### config.mk
export PLATFORM = sky130hd
export DESIGN_NAME = gpio_mmio
export DESIGN_NICKNAME = d
export VERILOG_FILES = /design/src/rtl/gpio_mmio.sv
export SDC_FILE = /design/constraint.sdc
export NUM_CORES = 1
export LEC_CHECK = 0
export CAP_MARGIN = 40
export CORE_ASPECT_RATIO = 1.5
export CORE_MARGIN = 2
export CORE_UTILIZATION = 30
export DETAILED_ROUTE_END_ITERATION = 12
export PLACE_DENSITY = 0.53
export SKIP_CTS_REPAIR_TIMING = 1
export SLEW_MARGIN = 5
export SYNTH_ARGS = -nofsm -noshare
export SYNTH_HDL_FRONTEND = slang
export SYNTH_SLANG_ARGS = --single-unit
### constraint.sdc
create_clock -name i_clk -period 2.12 [get_ports i_clk]
set_input_delay 0.53 -clock i_clk [delete_from_list [all_inputs] [get_ports i_clk]]
set_output_delay 0.53 -clock i_clk [all_outputs]
set_load 0.005 [all_outputs]
### src/rtl/gpio_mmio.sv
// gpio_mmio: 32-bit GPIO with synchronized inputs, rising-edge pending/interrupt logic
// and a simple request/ack register bus (one access every two cycles).
module gpio_mmio #(
  parameter int          SYNC_STAGES = 2,
  parameter logic [31:0] OUT_RESET   = 32'h0000_0000
) (
  input  logic        i_clk,
  input  logic        i_rst,
  input  logic        i_req,
  input  logic        i_we,
  input  logic [4:0]  i_addr,
  input  logic [31:0] i_wdata,
  input  logic [3:0]  i_wstrb,
  output logic        o_ack,
  output logic [31:0] o_rdata,
  input  logic [31:0] i_gpio,
  output logic [31:0] o_gpio,
  output logic [31:0] o_gpio_oe,
  output logic        o_irq
);
  logic [SYNC_STAGES-1:0][31:0] sync_q;
  logic [31:0] synced, prev, data_out, dir, pend, mask, wmask, wbits, w1c, rd_val;
  logic        ready, accept, unused_addr;
  logic [2:0]  sel;
  assign sel         = i_addr[4:2];
  assign unused_addr = ^i_addr[1:0];
  assign synced      = sync_q[SYNC_STAGES-1];
  // ready blocks acceptance on the first edge after reset release
  assign accept      = i_req & ~o_ack & ready;
  assign wmask       = {{8{i_wstrb[3]}}, {8{i_wstrb[2]}}, {8{i_wstrb[1]}}, {8{i_wstrb[0]}}};
  assign wbits       = i_wdata & wmask;
  assign w1c         = (accept && i_we && sel == 3'd5) ? wbits : '0;
  always_comb
    rd_val = sel == 3'd0 ? synced :
             sel == 3'd1 ? data_out :
             sel == 3'd2 ? dir :
             sel == 3'd5 ? pend :
             sel == 3'd6 ? mask : '0;
  always_ff @(posedge i_clk or negedge i_rst)
    if (!i_rst) begin
      sync_q   <= '0;
      prev     <= '0;
      data_out <= OUT_RESET;
      dir      <= '0;
      pend     <= '0;
      mask     <= '0;
      ready    <= 1'b0;
      o_ack    <= 1'b0;
      o_rdata  <= '0;
      o_irq    <= 1'b0;
    end else begin
      sync_q  <= {sync_q[SYNC_STAGES-2:0], i_gpio};
      prev    <= synced;
      // a fresh rising edge beats a simultaneous write-1-to-clear
      pend    <= (pend & ~w1c) | (synced & ~prev);
      o_irq   <= |(pend & mask);
      ready   <= 1'b1;
      o_ack   <= accept;
      o_rdata <= accept ? rd_val : '0;
      if (accept && i_we)
        case (sel)
          3'd1:    data_out <= (data_out & ~wmask) | wbits;
          3'd2:    dir      <= (dir & ~wmask) | wbits;
          3'd3:    data_out <= data_out | wbits;
          3'd4:    data_out <= data_out & ~wbits;
          3'd6:    mask     <= (mask & ~wmask) | wbits;
          default: ;
        endcase
    end
  assign o_gpio    = data_out;
  assign o_gpio_oe = dir;
endmodule

==> impl_metrics.env <==
export IMPL_port_buffers=172
export IMPL_path_cells="clkdlybuf4s50_1"
export IMPL_setup_viol=0
export IMPL_worstPathMaxFanout=4
export IMPL_via_per_inst=5.07
export IMPL_dr_pass1_iters=4
export IMPL_clk_latency_ns=0.56
export IMPL_die_x_um=158
export IMPL_htreeDepth=1
export IMPL_hold_violations=0
export IMPL_cts_made_buffers=27
export IMPL_crit_path_start_kind="flop"
export IMPL_n_antenna_cell=0
export IMPL_wl_mm=32.9
export IMPL_synthesis_nets=867
export IMPL_synth_main_ff_cell="dfrtp_1"
export IMPL_grt_busiest_layer="met2"
export IMPL_status="complete, no violations"
export IMPL_io_pins=175
export IMPL_met3_usage_pct=2.40
export IMPL_syn_area_mm2=0.0107
export IMPL_nets=1069
export IMPL_pre_cts_ws_ns=-0.264
export IMPL_power_density_mw_per_mm2=908
export IMPL_clock_sinks=259
export IMPL_async_reset_ff_share_pct=100
export IMPL_max_freq_ghz=0.484
export IMPL_multiInputGateArea_mm2=0.00368
export IMPL_hp_class="flop to flop"
export IMPL_grt_pass1_vias=8012
export IMPL_yosys_area_top_type="dfrtp_1"
export IMPL_synth_cells=790
export IMPL_drive_gt1_share_pct=16.8
export IMPL_critical_path_class="flop to output port"
export IMPL_synth_seq_cells=259
export IMPL_synthTopCellsByArea="dfrtp_1 61%, mux2_1 5.0%, mux2_2 5.0%"
export IMPL_fp_dieH_um=235
export IMPL_cts_buffer_depth=3
export IMPL_grt_max_degree=65
export IMPL_vias=7532
export IMPL_cts_reportedPaths_clkPinSlew_ns=0.06
export IMPL_gp_congestion=0.760
export IMPL_antenna_found_initial=0
export IMPL_die_area_mm2=0.0371
export IMPL_postSynthAreaPerCell_um2=13.5
export IMPL_worst_ep_required_time_ns=1.59
export IMPL_drc=0
export IMPL_period_share_pct=97.4
export IMPL_overflow=0
export IMPL_dp_hpwl_mm=23.2
export IMPL_grt_util_met1_pct=22.4
export IMPL_wl_per_cell_um=22.1
export IMPL_finClkSkew_ns=0.0254
export IMPL_crit_family="buffers and inverters"
export IMPL_worst_slew_pin_transition_ns=0.543
export IMPL_regArea_mm2=0.00648
export IMPL_min_period_ns=2.06
export IMPL_synthDistinctLibCells=45
export IMPL_cp_slowest_cell="clkdlybuf4s50_1"
export IMPL_power_leakage_nw=6.31
export IMPL_place_area_mm2=0.0133
export IMPL_ys_seq_area_share_pct=60.8
export IMPL_placementRows=84
export IMPL_ys_warn_count=0
export IMPL_syn_to_final_growth_pct=34.2
export IMPL_drtIter0Drc=458
export IMPL_worst_setup_path_end_kind="output port"
export IMPL_track_usage_pct=17.9
export IMPL_synth_edf_count=0
export IMPL_cts_root_buf="clkbuf_16"
export IMPL_slew_headroom_pct=63.7
export IMPL_path_buf_inv=1
export IMPL_core_mm2=0.0350
export IMPL_critPathArrivalTime_ns=1.53
export IMPL_met2_usage_pct=31.1
export IMPL_initial_core_util_pct=30.4
export IMPL_grt_first_pass_wirelength_mm=50.2
export IMPL_ant_nets=0
export IMPL_rsz0062_at_grt="no"
export IMPL_finalWorstSetupSlack_ns=0.0560
export IMPL_fin_area_mm2=0.0143
export IMPL_slew_viol_final=0
export IMPL_vdd_drop_max_mv=0.569
export IMPL_cap_viol_max_count=0
export IMPL_synth_top_area_share_pct=60.8
export IMPL_cts_tree="yes"
export IMPL_slowest_delay_ns=0.57
export IMPL_fillers=3306
-- final timing paths --
kind | start | to | slack [ns] | cells after the start
max in group asynchronous | i_rst | o_gpio[11]$_DFFE_PN0P_ | 0.89 | 3
min in group asynchronous | i_rst | o_rdata[3]$_DFF_PN0_ | 0.47 | 2
setup reg to reg | o_ack$_DFF_PN0_ | o_gpio[29]$_DFFE_PN0P_ | 0.40 | 4
setup / recovery | o_gpio[0]$_DFFE_PN0P_ | o_gpio[0] | 0.06 | 1
hold reg to reg | sync_q[11]$_DFF_PN0_ | synced[11]$_DFF_PN0_ | 0.35 | 0
hold / removal | sync_q[11]$_DFF_PN0_ | synced[11]$_DFF_PN0_ | 0.35 | 0
-- cell usage in the layout (no fill, tap or decap), types with 2 or more instances in the layout --
master	instances
o211ai_2	2
nand3_1	3
and3_2	2
o221ai_1	8
nand2b_1	2
buf_4	38
and3b_1	5
a221o_1	24
nor2b_1	22
nand4_1	36
o211ai_1	8
and2b_4	2
clkdlybuf4s50_1	170
and3_1	22
buf_12	19
o221a_1	2
nand4_4	4
mux2_1	47
nor3b_1	2
a22oi_1	16
nor4bb_1	30
nand4b_4	4
a21oi_1	32
a22o_1	32
clkbuf_16	27
o21ai_1	3
nand2_1	2
a221oi_1	30
clkinv_2	6
a211oi_1	2
dfrtp_1	258
inv_1	48
clkinvlp_4	2
clkbuf_1	6
mux2_2	47
o21ai_0	27
and2b_1	2
bufinv_16	7
-- through the flow --
step / hold slack, ns / TNS (ns) / instances / power [mW] / util [%]
5_1_grt: 0.350 / 0 / 1486 / 13.5 / 40.9
6_report: 0.346 / 0 / 1486 / 13.0 / 40.9
4_1_cts: -0.125 / 0 / 1485 / 13.2 / 40.8
2_1_floorplan: 0.234 / 0 / 790 / 6.55 / -
3_3_place_gp: 0.334 / -19.75 / 1435 / 7.83 / 38.0
3_5_place_dp: 0.335 / -21.28 / 1435 / 7.86 / 38.0
-- cell type report --
| cell class | instances | area share [%] |
|---|---|---|
| multi-input combinational | 427 | 25.7 |
| sequential | 259 | 45.3 |
| clock buffer | 34 | 4.98 |
| inverter | 48 | 1.26 |
| clock inverter | 16 | 1.85 |
| tap | 473 | 4.14 |
| timing repair buffer | 229 | 16.7 |
-- per-layer routing --
metal	routed length, µm	up-vias
met1	13100	3861
met3	1440	59
met2	17200	210
li1	-	3402
met5	0	-
met4	1150	0
-- where the power goes --
part	total [mW]	internal, mW	switching [mW]
Clock	5.25	3.23	2.02
Combinational	1.92	1.17	0.749
Sequential	5.82	5.38	0.444
-- Yosys cell counts (15+ instances only) --
cell        n
a221o_1    24
a21oi_1    32
mux2_1     47
clkbuf_1   27
and3_1     22
o21ai_0    27
nor2b_1    22
buf_2      15
inv_1      48
nor4bb_1   30
mux2_2     47
dfrtp_1   259
nand4_1    36
a22o_1     32
a22oi_1    16
a221oi_1   30
-- cells by family after synthesis --
family / share of synthesized area, %
simple gates: 11.0
compound gates: 13.5
buf+inv: 4.66
other cells: 0.0352
mux: 9.94
flops: 60.8
No activity file was read; power rests on OpenSTA's default activity.
